[src/rtl/riscv_wb_arbiter_if.sv]
// Writeback arbiter bus bundle: EX, LSU and multicycle result producers plus
// the two register file write ports and the multicycle FIFO status.
// master: producer/register-file side; slave: the arbiter itself.
interface riscv_wb_arbiter_if #(
  parameter int ADDR_WIDTH = 6,
  parameter int DATA_WIDTH = 32,
  parameter int TAG_WIDTH  = 4,
  parameter int MC_DEPTH   = 2
);
  localparam int CNT_WIDTH = $clog2(MC_DEPTH) + 1;

  logic                  ex_valid_i;
  logic [ADDR_WIDTH-1:0] ex_waddr_i;
  logic [DATA_WIDTH-1:0] ex_wdata_i;
  logic [TAG_WIDTH-1:0]  ex_wtag_i;

  logic                  lsu_valid_i;
  logic [ADDR_WIDTH-1:0] lsu_waddr_i;
  logic [DATA_WIDTH-1:0] lsu_wdata_i;
  logic [TAG_WIDTH-1:0]  lsu_wtag_i;

  logic                  mc_valid_i;
  logic                  mc_ready_o;
  logic [ADDR_WIDTH-1:0] mc_waddr_i;
  logic [DATA_WIDTH-1:0] mc_wdata_i;
  logic [TAG_WIDTH-1:0]  mc_wtag_i;

  logic                  we_a_o;
  logic [ADDR_WIDTH-1:0] waddr_a_o;
  logic [DATA_WIDTH-1:0] wdata_a_o;
  logic [TAG_WIDTH-1:0]  wtag_a_o;

  logic                  we_b_o;
  logic [ADDR_WIDTH-1:0] waddr_b_o;
  logic [DATA_WIDTH-1:0] wdata_b_o;
  logic [TAG_WIDTH-1:0]  wtag_b_o;

  logic [CNT_WIDTH-1:0]  mc_count_o;

  modport master (
    output ex_valid_i, ex_waddr_i, ex_wdata_i, ex_wtag_i,
    output lsu_valid_i, lsu_waddr_i, lsu_wdata_i, lsu_wtag_i,
    output mc_valid_i, mc_waddr_i, mc_wdata_i, mc_wtag_i,
    input  mc_ready_o,
    input  we_a_o, waddr_a_o, wdata_a_o, wtag_a_o,
    input  we_b_o, waddr_b_o, wdata_b_o, wtag_b_o,
    input  mc_count_o
  );

  modport slave (
    input  ex_valid_i, ex_waddr_i, ex_wdata_i, ex_wtag_i,
    input  lsu_valid_i, lsu_waddr_i, lsu_wdata_i, lsu_wtag_i,
    input  mc_valid_i, mc_waddr_i, mc_wdata_i, mc_wtag_i,
    output mc_ready_o,
    output we_a_o, waddr_a_o, wdata_a_o, wtag_a_o,
    output we_b_o, waddr_b_o, wdata_b_o, wtag_b_o,
    output mc_count_o
  );
endinterface

[src/rtl/riscv_wb_arbiter.sv]
// Purpose: map EX, LSU and buffered multicycle results onto register file write ports A/B.
// Latency: source valid in cycle N -> we on port in N+1; MC results issue no earlier than push+2.
// Backpressure: EX/LSU always accepted; MC stalls only via mc_ready_o (FIFO count != MC_DEPTH).
// Ports: clk, rst_n (async active-low), bus (slave modport: EX/LSU/MC result inputs,
//        mc_ready_o, registered write ports A and B with DIFT tags, mc_count_o).
module riscv_wb_arbiter #(
  parameter int ADDR_WIDTH = 6,
  parameter int DATA_WIDTH = 32,
  parameter int TAG_WIDTH  = 4,
  parameter int MC_DEPTH   = 2
) (
  input  logic clk,
  input  logic rst_n,
  riscv_wb_arbiter_if.slave bus
);
  localparam int PTR_W = $clog2(MC_DEPTH);
  localparam int CNT_W = PTR_W + 1;

  typedef struct packed {
    logic [ADDR_WIDTH-1:0] addr;
    logic [DATA_WIDTH-1:0] data;
    logic [TAG_WIDTH-1:0]  tag;
  } wb_t;

  wb_t              mem [MC_DEPTH];
  logic [PTR_W-1:0] rd_ptr, wr_ptr;
  logic [CNT_W-1:0] count;

  wb_t  head;
  logic fifo_nempty;
  logic mc_ready;
  logic push, pop;
  logic a_from_mc, b_from_mc;

  assign head        = mem[rd_ptr];
  assign fifo_nempty = (count != '0);
  // Readiness is derived from the registered count only, so a full FIFO that
  // pops this cycle still refuses the push.
  assign mc_ready    = (count != CNT_W'(MC_DEPTH));
  assign push        = bus.mc_valid_i && mc_ready;

  // The head only goes to A when LSU owns B; the two conditions are mutually
  // exclusive on lsu_valid_i, so the head can never issue twice.
  assign a_from_mc = !bus.ex_valid_i && bus.lsu_valid_i && fifo_nempty;
  assign b_from_mc = !bus.lsu_valid_i && fifo_nempty;
  assign pop       = a_from_mc || b_from_mc;

  assign bus.mc_ready_o = mc_ready;
  assign bus.mc_count_o = count;

  // Storage needs no reset: entries are only observed through count/pointers.
  always_ff @(posedge clk) begin
    if (push) begin
      mem[wr_ptr] <= '{addr: bus.mc_waddr_i, data: bus.mc_wdata_i, tag: bus.mc_wtag_i};
    end
  end

  always_ff @(posedge clk or negedge rst_n) begin
    if (!rst_n) begin
      rd_ptr <= '0;
      wr_ptr <= '0;
      count  <= '0;
    end else begin
      // Power-of-two depth: pointer overflow is the modulo wrap.
      if (push) wr_ptr <= wr_ptr + PTR_W'(1);
      if (pop)  rd_ptr <= rd_ptr + PTR_W'(1);
      case ({push, pop})
        2'b10:   count <= count + CNT_W'(1);
        2'b01:   count <= count - CNT_W'(1);
        default: count <= count;
      endcase
    end
  end

  // Port A. Writes to x0 are consumed but never enabled; idle keeps fields.
  always_ff @(posedge clk or negedge rst_n) begin
    if (!rst_n) begin
      bus.we_a_o    <= 1'b0;
      bus.waddr_a_o <= '0;
      bus.wdata_a_o <= '0;
      bus.wtag_a_o  <= '0;
    end else if (bus.ex_valid_i) begin
      bus.we_a_o    <= (bus.ex_waddr_i != '0);
      bus.waddr_a_o <= bus.ex_waddr_i;
      bus.wdata_a_o <= bus.ex_wdata_i;
      bus.wtag_a_o  <= bus.ex_wtag_i;
    end else if (a_from_mc) begin
      bus.we_a_o    <= (head.addr != '0);
      bus.waddr_a_o <= head.addr;
      bus.wdata_a_o <= head.data;
      bus.wtag_a_o  <= head.tag;
    end else begin
      bus.we_a_o    <= 1'b0;
    end
  end

  // Port B.
  always_ff @(posedge clk or negedge rst_n) begin
    if (!rst_n) begin
      bus.we_b_o    <= 1'b0;
      bus.waddr_b_o <= '0;
      bus.wdata_b_o <= '0;
      bus.wtag_b_o  <= '0;
    end else if (bus.lsu_valid_i) begin
      bus.we_b_o    <= (bus.lsu_waddr_i != '0);
      bus.waddr_b_o <= bus.lsu_waddr_i;
      bus.wdata_b_o <= bus.lsu_wdata_i;
      bus.wtag_b_o  <= bus.lsu_wtag_i;
    end else if (b_from_mc) begin
      bus.we_b_o    <= (head.addr != '0);
      bus.waddr_b_o <= head.addr;
      bus.wdata_b_o <= head.data;
      bus.wtag_b_o  <= head.tag;
    end else begin
      bus.we_b_o    <= 1'b0;
    end
  end
endmodule
[src/flat_wrapper.sv]
// flat-port wrapper written by rule: the top's interface ports become plain ports
module riscv_wb_arbiter_flat 
#(
  parameter int ADDR_WIDTH = 6,
  parameter int DATA_WIDTH = 32,
  parameter int TAG_WIDTH  = 4,
  parameter int MC_DEPTH   = 2
)
  (clk, rst_n, bus_ex_valid_i, bus_ex_waddr_i, bus_ex_wdata_i, bus_ex_wtag_i, bus_lsu_valid_i, bus_lsu_waddr_i, bus_lsu_wdata_i, bus_lsu_wtag_i, bus_mc_valid_i, bus_mc_waddr_i, bus_mc_wdata_i, bus_mc_wtag_i, bus_mc_ready_o, bus_we_a_o, bus_waddr_a_o, bus_wdata_a_o, bus_wtag_a_o, bus_we_b_o, bus_waddr_b_o, bus_wdata_b_o, bus_wtag_b_o, bus_mc_count_o);
  riscv_wb_arbiter_if #(.ADDR_WIDTH(ADDR_WIDTH), .DATA_WIDTH(DATA_WIDTH), .TAG_WIDTH(TAG_WIDTH), .MC_DEPTH(MC_DEPTH)) bus_i ();
  input  logic clk;
  input  logic rst_n;
  input wire logic [$bits(bus_i.ex_valid_i)-1:0] bus_ex_valid_i;
  input wire logic [$bits(bus_i.ex_waddr_i)-1:0] bus_ex_waddr_i;
  input wire logic [$bits(bus_i.ex_wdata_i)-1:0] bus_ex_wdata_i;
  input wire logic [$bits(bus_i.ex_wtag_i)-1:0] bus_ex_wtag_i;
  input wire logic [$bits(bus_i.lsu_valid_i)-1:0] bus_lsu_valid_i;
  input wire logic [$bits(bus_i.lsu_waddr_i)-1:0] bus_lsu_waddr_i;
  input wire logic [$bits(bus_i.lsu_wdata_i)-1:0] bus_lsu_wdata_i;
  input wire logic [$bits(bus_i.lsu_wtag_i)-1:0] bus_lsu_wtag_i;
  input wire logic [$bits(bus_i.mc_valid_i)-1:0] bus_mc_valid_i;
  input wire logic [$bits(bus_i.mc_waddr_i)-1:0] bus_mc_waddr_i;
  input wire logic [$bits(bus_i.mc_wdata_i)-1:0] bus_mc_wdata_i;
  input wire logic [$bits(bus_i.mc_wtag_i)-1:0] bus_mc_wtag_i;
  output wire logic [$bits(bus_i.mc_ready_o)-1:0] bus_mc_ready_o;
  output wire logic [$bits(bus_i.we_a_o)-1:0] bus_we_a_o;
  output wire logic [$bits(bus_i.waddr_a_o)-1:0] bus_waddr_a_o;
  output wire logic [$bits(bus_i.wdata_a_o)-1:0] bus_wdata_a_o;
  output wire logic [$bits(bus_i.wtag_a_o)-1:0] bus_wtag_a_o;
  output wire logic [$bits(bus_i.we_b_o)-1:0] bus_we_b_o;
  output wire logic [$bits(bus_i.waddr_b_o)-1:0] bus_waddr_b_o;
  output wire logic [$bits(bus_i.wdata_b_o)-1:0] bus_wdata_b_o;
  output wire logic [$bits(bus_i.wtag_b_o)-1:0] bus_wtag_b_o;
  output wire logic [$bits(bus_i.mc_count_o)-1:0] bus_mc_count_o;
  assign bus_i.ex_valid_i = bus_ex_valid_i;
  assign bus_i.ex_waddr_i = bus_ex_waddr_i;
  assign bus_i.ex_wdata_i = bus_ex_wdata_i;
  assign bus_i.ex_wtag_i = bus_ex_wtag_i;
  assign bus_i.lsu_valid_i = bus_lsu_valid_i;
  assign bus_i.lsu_waddr_i = bus_lsu_waddr_i;
  assign bus_i.lsu_wdata_i = bus_lsu_wdata_i;
  assign bus_i.lsu_wtag_i = bus_lsu_wtag_i;
  assign bus_i.mc_valid_i = bus_mc_valid_i;
  assign bus_i.mc_waddr_i = bus_mc_waddr_i;
  assign bus_i.mc_wdata_i = bus_mc_wdata_i;
  assign bus_i.mc_wtag_i = bus_mc_wtag_i;
  assign bus_mc_ready_o = bus_i.mc_ready_o;
  assign bus_we_a_o = bus_i.we_a_o;
  assign bus_waddr_a_o = bus_i.waddr_a_o;
  assign bus_wdata_a_o = bus_i.wdata_a_o;
  assign bus_wtag_a_o = bus_i.wtag_a_o;
  assign bus_we_b_o = bus_i.we_b_o;
  assign bus_waddr_b_o = bus_i.waddr_b_o;
  assign bus_wdata_b_o = bus_i.wdata_b_o;
  assign bus_wtag_b_o = bus_i.wtag_b_o;
  assign bus_mc_count_o = bus_i.mc_count_o;
  riscv_wb_arbiter #(.ADDR_WIDTH(ADDR_WIDTH), .DATA_WIDTH(DATA_WIDTH), .TAG_WIDTH(TAG_WIDTH), .MC_DEPTH(MC_DEPTH)) u_core (.clk(clk), .rst_n(rst_n), .bus(bus_i));
endmodule
[config.mk]
export PLATFORM = sky130hd
export DESIGN_NAME = riscv_wb_arbiter_flat
export DESIGN_NICKNAME = d
export VERILOG_FILES = /design/src/rtl/riscv_wb_arbiter_if.sv /design/src/rtl/riscv_wb_arbiter.sv /design/src/flat_wrapper.sv
export SDC_FILE = /design/constraint.sdc
export NUM_CORES = 1
export LEC_CHECK = 0
export BUFFER_PORTS_ARGS = -buffer_cell sky130_fd_sc_hd__buf_2
export CORE_MARGIN = 2
export CORE_UTILIZATION = 55
export DETAILED_ROUTE_END_ITERATION = 10
export PLACE_DENSITY = 0.85
export SLEW_MARGIN = 20
export SYNTH_ARGS = -nofsm -noshare
export SYNTH_HDL_FRONTEND = slang
export SYNTH_SLANG_ARGS = --single-unit
[constraint.sdc]
create_clock -name clk -period 4.55 [get_ports clk]
set_clock_uncertainty 0.15 [all_clocks]
set_input_delay 0.455 -clock clk [delete_from_list [all_inputs] [get_ports clk]]
set_output_delay 0.455 -clock clk [all_outputs]
set_load 0.05 [all_outputs]
* Yosys cells after proc, flatten, opt, wreduce, memory -nomap -nowiden *
Memory sizes are Yosys's and may differ from the RTL's.
Index checks and enable logic that the tools add are counted.

operators by class
  add/sub/neg operators = 4
  equal/unequal tests = 3
  muxes and demuxes = 19
  reductions and logical operators = 14

operators with widths
  operator                                                               count
  32-bit 2-to-1 mux                                                      4
  6-bit 2-to-1 mux                                                       4
  6-bit nonzero test                                                     3
  4-bit 2-to-1 mux                                                       4
  2-bit nonzero test                                                     4
  1-bit 2-to-1 mux                                                       6
  1-bit logical AND                                                      4
  2-bit case mux with 2 select lines                                     1
  1-bit adder, second input constant                                     2
  2-bit by 1-bit adder with 2-bit output, second input constant          1
  2-bit by 1-bit equality test with 1-bit output, second input constant  1
  2-bit equality test, second input constant                             1
  1-bit logical NOT                                                      2
  2-bit inequality test, second input constant                           1
  2-bit by 1-bit subtractor with 2-bit output, second input constant     1
  1-bit logical OR                                                       1

storage, ports and cells
  register bits after elaboration = 90
  RAM bits = 84
  bits of input ports = 131
  output and inout bits = 89
  word-level logic and storage cells = 52
  memories = 1

memory list
  name        words  width  rd ports  clocked after Yosys merged registers in  write ports  line                    RTL
  u_core.mem  2      42     1         0                                        1            riscv_wb_arbiter.sv:25  wb_t mem [MC_DEPTH];

* Logic depth before layout (Yosys ltp) *
Gate-level depths: netlist of the first run.

  depth after elaboration = 6
  mapped depth = 6
  gate-level depth less buffers = 6

* Worst setup path after synthesis of the first run *
Ideal clock, no wire load.

  path kind = register to register
  start = register u_core.count[0], in the netlist u_core.bus.mc_count_o[0]
  end = memory u_core.mem[0][0] (netlist name) (enable)
  data arrival time = 3.234 ns
  data required time = 3.958 ns
  path slack = 0.725 ns
  cell stages (with the launch flop) = 4
  clock period less this slack = 3.825 ns
  path through = dfrtp_1 -> nand2b_1 -> nand2_1 -> nor2_1

on the way
  word-level cells in the longest chain between the ends = 4

ends and longest elaborated chain
  what                                    line                    RTL
  start, declared                         riscv_wb_arbiter.sv:27  logic [CNT_W-1:0] count;
  start signal, assigned                  riscv_wb_arbiter.sv:68  2'b10: count <= count + CNT_W'(1);
  start signal, assigned                  riscv_wb_arbiter.sv:69  2'b01: count <= count - CNT_W'(1);
  start signal, assigned                  riscv_wb_arbiter.sv:70  default: count <= count;
  2-bit inequality test                   riscv_wb_arbiter.sv:39  assign mc_ready = (count != CNT_W'(MC_DEPTH));
  named net bus_mc_ready_o                flat_wrapper.sv:25      output wire logic [$bits(bus_i.mc_ready_o)-1:0] bus_mc_ready_o;
  1-bit logical AND                       riscv_wb_arbiter.sv:40  assign push = bus.mc_valid_i && mc_ready;
  1-bit 2-to-1 mux                        riscv_wb_arbiter.sv:53  if (push) begin
  1-bit 2-to-1 mux (not written as such)  riscv_wb_arbiter.sv:54  mem[wr_ptr] <= '{addr: bus.mc_waddr_i, data: bus.mc_wdata_i, tag: bus.mc_wtag_i};
  end, declared                           riscv_wb_arbiter.sv:25

The timed path passes the listed nets, and every way through them passes these cells.

* Worst setup path in the final report of the first run *
  start = register u_core.count[0], in the netlist u_core.bus.mc_count_o[0]
  end = register u_core.bus.waddr_b_o[4]

on the way
  word-level cells in the longest chain between the ends = 3

ends and longest elaborated chain
  what                          line                       RTL
  2-bit nonzero test            riscv_wb_arbiter.sv:36     assign fifo_nempty = (count != '0);
  1-bit logical AND             riscv_wb_arbiter.sv:45     assign b_from_mc = !bus.lsu_valid_i && fifo_nempty;
  2-bit nonzero test (no line)  --
  end signal, assigned          riscv_wb_arbiter.sv:106    bus.waddr_b_o <= bus.lsu_waddr_i;
  end signal, assigned          riscv_wb_arbiter.sv:111    bus.waddr_b_o <= head.addr;
  end, declared                 riscv_wb_arbiter_if.sv:56  output we_b_o, waddr_b_o, wdata_b_o, wtag_b_o,

Every way passes these cells.
A chain may end at the register's enable or synchronous reset.

==> results of run 1 <==
## cell type report
| cell class | count | area (sq um) | share of cell area |
|---|---|---|---|
| Antenna cell | 2 | 5.00 | 0.000554 |
| Clock buffer | 21 | 460 | 0.0510 |
| Clock inverter | 11 | 165 | 0.0183 |
| Multi-Input combinational cell | 320 | 2250 | 0.249 |
| Sequential cell | 174 | 4780 | 0.529 |
| Tap cell | 176 | 220 | 0.0244 |
| Timing Repair Buffer | 226 | 1150 | 0.128 |
## worst max-delay path, delay by kind of cell, from the launching register on
| kind | cells | cell delay (ps) |
|---|---|---|
| AND/OR/NAND/NOR | 1 | 870 |
| AO/OA/AOI/OAI | 1 | 70 |
| buffers and inverters | 1 | 400 |
| multiplexers | 1 | 240 |
| flip-flops | 1 | 510 |
## report_power, final
| part | leakage (nW) | total (mW) | internal, mW | switching (mW) |
|---|---|---|---|---|
| clock | 0.308 | 1.53 | 0.946 | 0.582 |
| sequential | 1.86 | 2.34 | 2.08 | 0.265 |
| combinational | 2.07 | 2.24 | 0.715 | 1.52 |
| total | 4.24 | 6.11 | 3.74 | 2.37 |
## metal layers
layer | vias to the layer above | global-route usage | share of wire
met5 | - | 0 | 0.00078
met4 | 2 | 0.0915 | 0.020
met3 | 27 | 0.0647 | 0.064
met2 | 202 | 0.395 | 0.49
met1 | 2455 | 0.311 | 0.42
li1 | 2339 | - | -
## logic make-up after synthesis
group	synth area share
AO/OA/AOI/OAI	0.0643
AND/OR/NAND/NOR	0.0534
buffers and inverters	0.0396
adder cells (fa/ha/maj)	0.00172
XOR/XNOR	0.00601
flip-flops	0.655
multiplexers	0.180
## metrics by stage
| stage | instance area [sq um] | utilization |
|---|---|---|
| after floorplan | 7290 | - |
| after global placement | 8390 | 0.641 |
| after detailed placement | 8390 | 0.641 |
| after CTS | 9020 | 0.690 |
| after global routing | 9030 | 0.690 |
| final | 9030 | 0.690 |
## flip-flops by register name, indices dropped and copies added, names as in the netlist
signal / count
u_core.bus.we_b_o: 1
u_core.bus.wtag_b_o: 4
u_core.bus.waddr_a_o: 6
u_core.bus.mc_count_o: 2
u_core.bus.waddr_b_o: 6
u_core.bus.wdata_b_o: 32
u_core.bus.wtag_a_o: 4
u_core.mem: 84
u_core.bus.wdata_a_o: 32
u_core.bus.we_a_o: 1
u_core.rd_ptr: 1
u_core.wr_ptr: 1
## placed cells by master, fill, tap and decap left out, drive strengths merged
| cell | synthesis | layout |
|---|---|---|
| and3 | 1 | 1 |
| xnor2 | 3 | 3 |
| mux2 | 42 | 42 |
| or4 | 2 | 2 |
| nor2 | 3 | 3 |
| o31ai | 4 | 4 |
| nor3 | 1 | 1 |
| bufinv | 0 | 4 |
| or2 | 1 | 1 |
| mux2i | 84 | 84 |
| o21ai | 85 | 85 |
| a22o | 1 | 1 |
| edfxtp | 84 | 84 |
| nor3b | 1 | 1 |
| diode | 0 | 2 |
| buf | 18 | 225 |
| dlygate4sd3 | 0 | 1 |
| nand2 | 85 | 85 |
| xor2 | 2 | 2 |
| nor4 | 2 | 2 |
| clkinv | 0 | 7 |
| dfrtp | 90 | 90 |
| nand2b | 1 | 1 |
| a21oi | 1 | 1 |
| clkbuf | 15 | 21 |
| ha | 1 | 1 |
## what timing repair did
action                                 CTS  global route
setup buffers                            0             0
hold buffers                             1             0
setup endpoints to repair                0             0
endpoints found under the hold margin   52             0
## worst max path at each step
stage | start | end | slack, ps | cells past startpoint
5_1_grt | u_core.bus.mc_count_o[0]$_DFFE_PN0P_ | u_core.bus.wdata_a_o[15]$_DFFE_PN0P_ | 1970 | 4
2_1_floorplan | u_core.bus.mc_count_o[0]$_DFFE_PN0P_ | u_core.mem[0][0]$_DFFE_PP_ | 720 | 3
3_3_place_gp | u_core.bus.mc_count_o[0]$_DFFE_PN0P_ | u_core.bus.wdata_a_o[16]$_DFFE_PN0P_ | 2230 | 4
6_report | u_core.bus.mc_count_o[0]$_DFFE_PN0P_ | u_core.bus.waddr_b_o[4]$_DFFE_PN0P_ | 2130 | 4
3_5_place_dp | bus_lsu_valid_i | u_core.bus.mc_count_o[1]$_DFFE_PN0P_ | 2080 | 6
4_1_cts | u_core.bus.mc_count_o[0]$_DFFE_PN0P_ | u_core.bus.wdata_a_o[15]$_DFFE_PN0P_ | 2120 | 4
==> impl_metrics.py, run 1 <==
metrics = {
    "outcome": {
        "status": "complete, no violations",
    },
    "sta": {
        "max_freq_mhz": 414,
        "period_minus_slack_ps": 2420,
        "drv_slew": 0,
        "final.setup.tns_ps": 0,
        "hold_slack_ps": 65.2,
        "hold_violations": 0,
        "worstMarginPinSlew_ps": 1070,
        "rsz0062_at_grt": "no",
        "final.period_utilization": 0.531,
        "setup_viol": 0,
        "fin_ws_ps": 2130,
        "relSlewSlack": 0.288,
    },
    "worst_hold_path": {
        "min_to": "u_core.mem[1][10]$_DFFE_PP_",
        "hold_path_class": "in2reg",
        "hold_depth": 1,
        "hp-start": "bus_mc_wdata_i[6]",
    },
    "cts": {
        "cts_num_sinks": 174,
        "cts_made_buffers": 17,
        "cts_tree": "yes",
        "root_buffer": "clkbuf_16",
        "clock_latency_ps": 420,
        "h-tree-depth": 4,
        "clock_path_buffers": 2,
        "cts_resized": 0,
        "clk_pin_slew_ps": 70,
    },
    "synthesis": {
        "syn_inst": 527,
        "synth_area_leaders": "edfxtp_1 35%, dfrtp_1 31%, mux2i_1 12%, o21ai_1 5.8%, nand2_1 4.4%",
        "synth_cell_types": 29,
        "synthArstFlopShare": 0.517,
        "yosysTopAreaCell": "edfxtp_1",
        "synth-seq-cells": 174,
        "ys_warn_count": 0,
        "yosysMostFrequentCell": "dfrtp_1",
        "dominantRegCellSynth": "dfrtp_1",
        "synth_fp_nets": 659,
        "synth.top_cells.by_count": "90 x dfrtp_1, 85 x nand2_1, 84 x edfxtp_1, 84 x mux2i_1, 84 x o21ai_1",
        "syn-cell-area_sq_mm": 0.00729,
        "avgSynthCellArea_sq_um": 13.8,
        "synth_top_area_frac": 0.346,
        "ys_seq_area_frac": 0.655,
        "synth_edf_count": 84,
    },
    "worst_setup_path": {
        "path_class": "reg2reg",
        "r2r_cells": 4,
        "worst_ep_arrival_time_ps": 2530,
        "path_max_fanout": 30,
        "r2r-end": "u_core.bus.waddr_b_o[4]$_DFFE_PN0P_",
        "start_kind": "flop",
        "reg2reg_from": "u_core.bus.mc_count_o[0]$_DFFE_PN0P_",
        "crit_slowest_cell": "or2_2",
        "crit_required_ps": 4670,
        "worstPathCellList": "or2_2, buf_4, mux2i_1, o21ai_1",
        "cp_slowest_stage_delay_ps": 870,
        "end_kind": "flop",
        "rrSetupSlack_ps": 2130,
    },
    "routing": {
        "vias_per_cell": 5.40,
        "vias": 5025,
        "avgRoutedWirePerCell_microns": 17.9,
        "drc": 0,
        "drtIter0Drc": 276,
        "dr.pass1.iters": 4,
        "antenna_left": 0,
        "wirelength_microns": 16600,
    },
    "flow_run": {
        "maxCapViolCount": 0,
    },
    "grt": {
        "grt_pass1_vias": 5278,
        "grt_pass1_wl_microns": 26400,
        "antenna_found_initial": 3,
        "grt_start_max_net_pins": 88,
        "grt_use_total": 0.242,
        "grt_overflow": 0,
    },
    "finish": {
        "stdcell_count": 930,
        "drive_above_1_share": 0.363,
        "layout.nets": 871,
        "area_growth_pct": 23.9,
        "n_fill_cell": 928,
    },
    "floorplanning": {
        "die_x_microns": 119,
        "rows": 42,
        "start_util": 0.557,
        "coreArea_sq_mm": 0.0131,
        "die_h_microns": 119,
        "io_pins": 220,
        "die-area_sq_mm": 0.0142,
    },
    "placed_design": {
        "io_buffers": 219,
        "place_hpwl_microns": 11500,
        "gp_congestion": 0.842,
        "dp_cells": 895,
        "dp_worst_setup_slack_ps": 2080,
    },
    "pwr": {
        "power_density_mw_per_mm2": 676,
        "p_leak_nw": 4.24,
        "max-vdd-ir-drop_v": 0.000574,
        "finalPower_mw": 6.11,
    },
}
Note: power is estimated with default switching activity, not from simulation.
==> inputs of run 2 (changes only) <==
--- a/config.mk
+++ b/config.mk
@@ -7,9 +7,9 @@
 export LEC_CHECK = 0
 export BUFFER_PORTS_ARGS = -buffer_cell sky130_fd_sc_hd__buf_2
 export CORE_MARGIN = 2
-export CORE_UTILIZATION = 55
+export CORE_UTILIZATION = 51
 export DETAILED_ROUTE_END_ITERATION = 10
-export PLACE_DENSITY = 0.85
+export PLACE_DENSITY = 0.79
 export SLEW_MARGIN = 20
 export SYNTH_ARGS = -nofsm -noshare
 export SYNTH_HDL_FRONTEND = slang
==> constraint.sdc (replaced) <==
create_clock -name clk -period 2.25 [get_ports clk]
set_clock_uncertainty 0.15 [all_clocks]
set_input_delay 0.225 -clock clk [delete_from_list [all_inputs] [get_ports clk]]
set_output_delay 0.225 -clock clk [all_outputs]
set_load 0.05 [all_outputs]
==> run 2 against run 1 <==
Global-route usage up 1.9 points. Cell area up 14%. Via count up 13%. Power up 99%. Non-clock buffer count up 135. Critical path type unchanged. Largest power group is now combinational cells.
==> impl_metrics.py, run 2 (synthesis gave the netlist of run 1 again) <==
metrics = {
    "grt": {
        "antenna_found_initial": 2,
        "grt_pass1_vias": 5991,
        "grt_start_max_net_pins": 87,
        "grt_pass1_wl_microns": 29600,
        "grt_overflow": 0,
        "grt_use_total": 0.261,
    },
    "outcome": {
        "status": "complete, no violations",
    },
    "floorplanning": {
        "io_pins": 220,
        "die_h_microns": 124,
        "die-area_sq_mm": 0.0153,
        "coreArea_sq_mm": 0.0139,
        "rows": 43,
        "start_util": 0.523,
        "die_x_microns": 124,
    },
    "finish": {
        "final_cell_mix": "218 x buf_2, 127 x dlygate4sd3_1, 87 x dfrtp_1",
        "area_growth_pct": 41.3,
        "stdcell_count": 1068,
        "layout.nets": 1006,
        "drive_above_1_share": 0.317,
        "largest_registers": "u_core.mem (84), u_core.bus.wdata_a_o (32), u_core.bus.wdata_b_o (32)",
        "top_register": "u_core.mem",
        "largest_reg_flops": 84,
        "n_fill_cell": 872,
        "final_common_cell": "buf_2",
    },
    "worst_setup_path": {
        "r2r-end": "u_core.mem[0][0]$_DFFE_PP_",
        "rrSetupSlack_ps": 470,
        "start_kind": "flop",
        "path_max_fanout": 29,
        "end_kind": "flop",
        "worst_ep_arrival_time_ps": 1700,
        "r2r_cells": 4,
        "reg2reg_from": "u_core.bus.mc_count_o[0]$_DFFE_PN0P_",
        "crit_required_ps": 2170,
        "path_class": "reg2reg",
    },
    "sta": {
        "max_freq_mhz": 562,
        "setup_viol": 0,
        "relSlewSlack": 0.522,
        "final.setup.tns_ps": 0,
        "worstMarginPinSlew_ps": 716,
        "period_minus_slack_ps": 1780,
        "drv_slew": 0,
        "rsz0062_at_grt": "no",
        "hold_violations": 0,
        "final.period_utilization": 0.790,
    },
    "routing": {
        "wirelength_microns": 19500,
        "avgRoutedWirePerCell_microns": 18.3,
        "drc": 0,
        "vias": 5677,
        "dr.pass1.iters": 5,
        "antenna_left": 0,
        "drtIter0Drc": 405,
        "vias_per_cell": 5.32,
    },
    "flow_run": {
        "maxCapViolCount": 0,
    },
    "cts": {
        "clock_latency_ps": 420,
        "cts_num_sinks": 174,
        "h-tree-depth": 4,
        "clock_path_buffers": 2,
        "cts_tree": "yes",
        "cts_resized": 0,
        "root_buffer": "clkbuf_16",
        "clk_pin_slew_ps": 60,
        "cts_made_buffers": 17,
    },
    "placed_design": {
        "io_buffers": 219,
        "dp_cells": 908,
        "gp_congestion": 0.817,
        "place_hpwl_microns": 12100,
    },
    "worst_hold_path": {
        "hold_depth": 3,
        "hold_path_class": "in2reg",
        "min_to": "u_core.wr_ptr$_DFFE_PN0P_",
        "hp-start": "bus_mc_valid_i",
    },
    "pwr": {
        "swShare": 0.403,
        "p_leak_nw": 4.75,
        "combPwrFrac": 0.415,
        "p_int_mw": 7.26,
        "p_switching_mw": 4.90,
        "pwr-share-clk": 0.208,
        "power_density_mw_per_mm2": 1180,
        "max-vdd-ir-drop_v": 0.000586,
        "p_seq_frac": 0.377,
    },
}
[run 2: per-layer routing]
layer,global-route usage,vias up,share of wire
met5,0,-,0.00067
met4,0.104,2,0.017
met3,0.0742,32,0.071
met2,0.456,253,0.53
met1,0.302,2793,0.39
li1,-,2597,-
[run 2: worst max-delay path by stage]
stage	start	endpoint	slack (ps)	depth (start not counted)
floorplan	u_core.bus.mc_count_o[0]$_DFFE_PN0P_	u_core.mem[0][0]$_DFFE_PP_	10	3
global placement	u_core.bus.mc_count_o[0]$_DFFE_PN0P_	u_core.mem[0][15]$_DFFE_PP_	540	4
detailed placement	u_core.bus.mc_count_o[0]$_DFFE_PN0P_	u_core.mem[0][13]$_DFFE_PP_	460	4
CTS	u_core.bus.mc_count_o[0]$_DFFE_PN0P_	u_core.mem[0][15]$_DFFE_PP_	440	4
global route	u_core.bus.mc_count_o[0]$_DFFE_PN0P_	u_core.mem[0][13]$_DFFE_PP_	370	4
finish	u_core.bus.mc_count_o[0]$_DFFE_PN0P_	u_core.mem[0][0]$_DFFE_PP_	470	4
[run 2: what timing repair did]
action                                 in CTS  in global routing
endpoints found under the hold margin     204                  0
hold buffers                              127                  0
buffers inserted                            0                  0
setup endpoints to repair                   0                  0
[run 2: power by group through the flow]
stage	Clock, mW	Combinational (mW)	Sequential, mW
after global routing	2.72	5.35	4.67
after floorplan	0	2.35	6.05
after CTS	2.58	5.02	4.57
after detailed placement	0	4.83	4.62
after global placement	0	4.73	4.57
final	2.53	5.05	4.59
[run 2: layout make-up]
class,count,area (sq um),share of cell area
multi-input cells,320,2260,0.219
clock buffers,18,429,0.0417
diodes,1,2.50,0.000243
flip-flops and latches,174,4780,0.464
well taps,180,225,0.0219
clock inverters,14,78.8,0.00765
repair buffers,361,2530,0.246
[run 2: worst max-delay path, stage by stage (launching register included)]
cell,delay (ps)
dfrtp_2,460
nand2b_4,170
nand2_1,130
nor2_4,140
buf_4,370
[run 2: metrics by stage]
step	total power, mW	cell area, sq um	setup WS (ps)	util	hold WS, ps
4_1_cts	12.2	10300	440	0.739	43.2
3_3_place_gp	9.30	8520	538	0.611	73.6
5_1_grt	12.7	10300	373	0.739	50.0
6_report	12.2	10300	472	0.739	51.7
3_5_place_dp	9.45	8520	456	0.611	70.7
2_1_floorplan	8.41	7310	12.2	-	-221
==> inputs of run 3 (changes only) <==
==> constraint.sdc (replaced) <==
create_clock -name clk -period 1.78 [get_ports clk]
set_clock_uncertainty 0.15 [all_clocks]
set_input_delay 0.178 -clock clk [delete_from_list [all_inputs] [get_ports clk]]
set_output_delay 0.178 -clock clk [all_outputs]
set_load 0.05 [all_outputs]
==> run 3 against run 2 <==
Sequential share of layout area decreased by 0.62 points. Via count increased by 0.33%. Highest routed layer is now met4. Die area unchanged. Wire length up 3.2%. Worst setup slack got worse by 420 ps.
==> impl_metrics.py, run 3 (synthesis gave the netlist of run 1 again) <==
metrics = {
    "outcome": {
        "status": "complete, no violations",
    },
    "grt": {
        "met2_usage": 0.471,
        "grt_start_max_net_pins": 91,
        "grt_use_met3": 0.0609,
        "antenna_found_initial": 1,
        "grt_pass1_wl_microns": 30500,
        "busiest_layer": "met2",
        "grt_overflow": 0,
        "grt_use_total": 0.270,
        "grtUsageMet1": 0.314,
        "grt_pass1_vias": 6129,
    },
    "sta": {
        "max_freq_mhz": 578,
        "fin_ws_ps": 51.4,
        "setup_viol": 0,
        "relSlewSlack": 0.600,
        "rsz0062_at_grt": "no",
        "period_minus_slack_ps": 1730,
        "hold_violations": 0,
        "drv_slew": 0,
        "final.setup.tns_ps": 0,
        "final.period_utilization": 0.971,
        "worstMarginPinSlew_ps": 600,
    },
    "worst_setup_path": {
        "path_max_fanout": 2,
        "crit_family": "buffers and inverters",
        "cp_slowest_stage_delay_ps": 540,
        "r2r_cells": 4,
        "start_kind": "input pin",
        "worstPathCellList": "dlygate4sd3_1, buf_2, or4_1, o31ai_1, o31ai_1",
        "reg2reg_from": "u_core.bus.mc_count_o[0]$_DFFE_PN0P_",
        "cpMostUsedCell": "o31ai_1",
        "crit_required_ps": 1910,
        "cp_num_buf_inv": 2,
        "r2r-end": "u_core.bus.wdata_a_o[2]$_DFFE_PN0P_",
        "path_class": "in2reg",
        "crit_slowest_cell": "dlygate4sd3_1",
        "end_kind": "flop",
        "worst_ep_arrival_time_ps": 1860,
        "rrSetupSlack_ps": 100,
    },
    "routing": {
        "wirelength_microns": 20100,
        "vias_per_cell": 5.32,
        "dr.pass1.iters": 5,
        "avgRoutedWirePerCell_microns": 18.8,
        "drc": 0,
        "vias": 5696,
        "antenna_left": 0,
        "drtIter0Drc": 413,
    },
    "placed_design": {
        "dp_worst_setup_slack_ps": 140,
        "io_buffers": 219,
        "gp_congestion": 0.764,
        "place_hpwl_microns": 11700,
    },
    "pwr": {
        "p_leak_nw": 4.82,
        "power_density_mw_per_mm2": 1520,
        "max-vdd-ir-drop_v": 0.000987,
        "finalPower_mw": 15.9,
    },
    "finish": {
        "n_fill_cell": 863,
        "largest_registers": "u_core.mem (84), u_core.bus.wdata_a_o (32), u_core.bus.wdata_b_o (32)",
        "largest_reg_flops": 84,
        "drive_above_1_share": 0.319,
        "final_cell_mix": "218 x buf_2, 129 x dlygate4sd3_1, 87 x dfrtp_1",
        "layout.nets": 1008,
        "multi_input_area_sq_mm": 0.00226,
        "area_growth_pct": 43.2,
        "top_register": "u_core.mem",
        "final_common_cell": "buf_2",
        "ff_latch_area_sq_mm": 0.00478,
    },
    "cts": {
        "holdBufCountCts": 129,
        "root_buffer": "clkbuf_16",
        "cts_setup_buffers": 0,
        "clock_path_buffers": 2,
        "cts_tree": "yes",
        "clk_pin_slew_ps": 60,
        "cts_num_sinks": 174,
        "cts_resized": 0,
        "cts_made_buffers": 17,
        "clock_latency_ps": 430,
        "h-tree-depth": 4,
    },
    "floorplanning": {
        "io_pins": 220,
        "die-area_sq_mm": 0.0153,
        "rows": 43,
        "die_h_microns": 124,
        "die_x_microns": 124,
        "start_util": 0.523,
        "coreArea_sq_mm": 0.0139,
    },
    "flow_run": {
        "maxCapViolCount": 0,
    },
    "worst_hold_path": {
        "hold_depth": 3,
        "hold_path_class": "in2reg",
        "min_to": "u_core.rd_ptr$_DFFE_PN0P_",
        "hp-start": "bus_lsu_valid_i",
    },
}
run 3: cell types whose count changed in the layout (fill, tap and decap cells not counted), sizes merged:
cell	before	now
clkinvlp	5	4
dlygate4sd3	127	129
clkbuf	18	20
bufinv	0	2
clkinv	9	6
run 3: through the flow:
step	area [sq um]	hold slack, ps	instances	utilization
after floorplan	7320	-268	527	-
after global routing	10400	53.1	1069	0.749
after global placement	8590	108	908	0.617
after detailed placement	8590	122	908	0.617
final	10400	45.7	1070	0.749
after CTS	10400	36.0	1069	0.749
run 3: worst max path at each step:
stage	startpoint	cells past startpoint	endpoint	slack, ps
detailed placement	u_core.bus.mc_count_o[0]$_DFFE_PN0P_	6	u_core.bus.mc_count_o[1]$_DFFE_PN0P_	140
CTS	u_core.bus.mc_count_o[0]$_DFFE_PN0P_	2	bus_mc_ready_o	90
floorplan	u_core.bus.mc_count_o[0]$_DFFE_PN0P_	3	u_core.mem[0][0]$_DFFE_PP_	-380
global placement	u_core.bus.mc_count_o[0]$_DFFE_PN0P_	4	u_core.bus.wdata_b_o[22]$_DFFE_PN0P_	250
global route	u_core.bus.mc_count_o[0]$_DFFE_PN0P_	4	u_core.bus.wdata_a_o[2]$_DFFE_PN0P_	30
finish	bus_ex_waddr_i[4]	5	u_core.bus.we_a_o$_DFF_PN0_	50
run 3: layer usage:
metal  vias up  wire length, microns
li1       2606                     -
met1      2773                  7860
met2       253                 10300
met4         0                   688
met5         -                     0
met3        64                  1220
run 3: cell type report:
type | instances | area share
multi-input cells | 320 | 0.217
diodes | 1 | 0.000240
clock inverters | 12 | 0.0116
clock buffers | 20 | 0.0418
repair buffers | 363 | 0.250
flip-flops and latches | 174 | 0.458
well taps | 180 | 0.0216
run 3: report_power, final:
group,internal (mW),switching (mW)
Clock,2.05,1.49
Combinational,2.26,4.29
Sequential,5.31,0.516
run 3: worst min-delay path: stages:
cell	delay [ps]
buf_2	150
a21oi_1	120
xor2_1	130
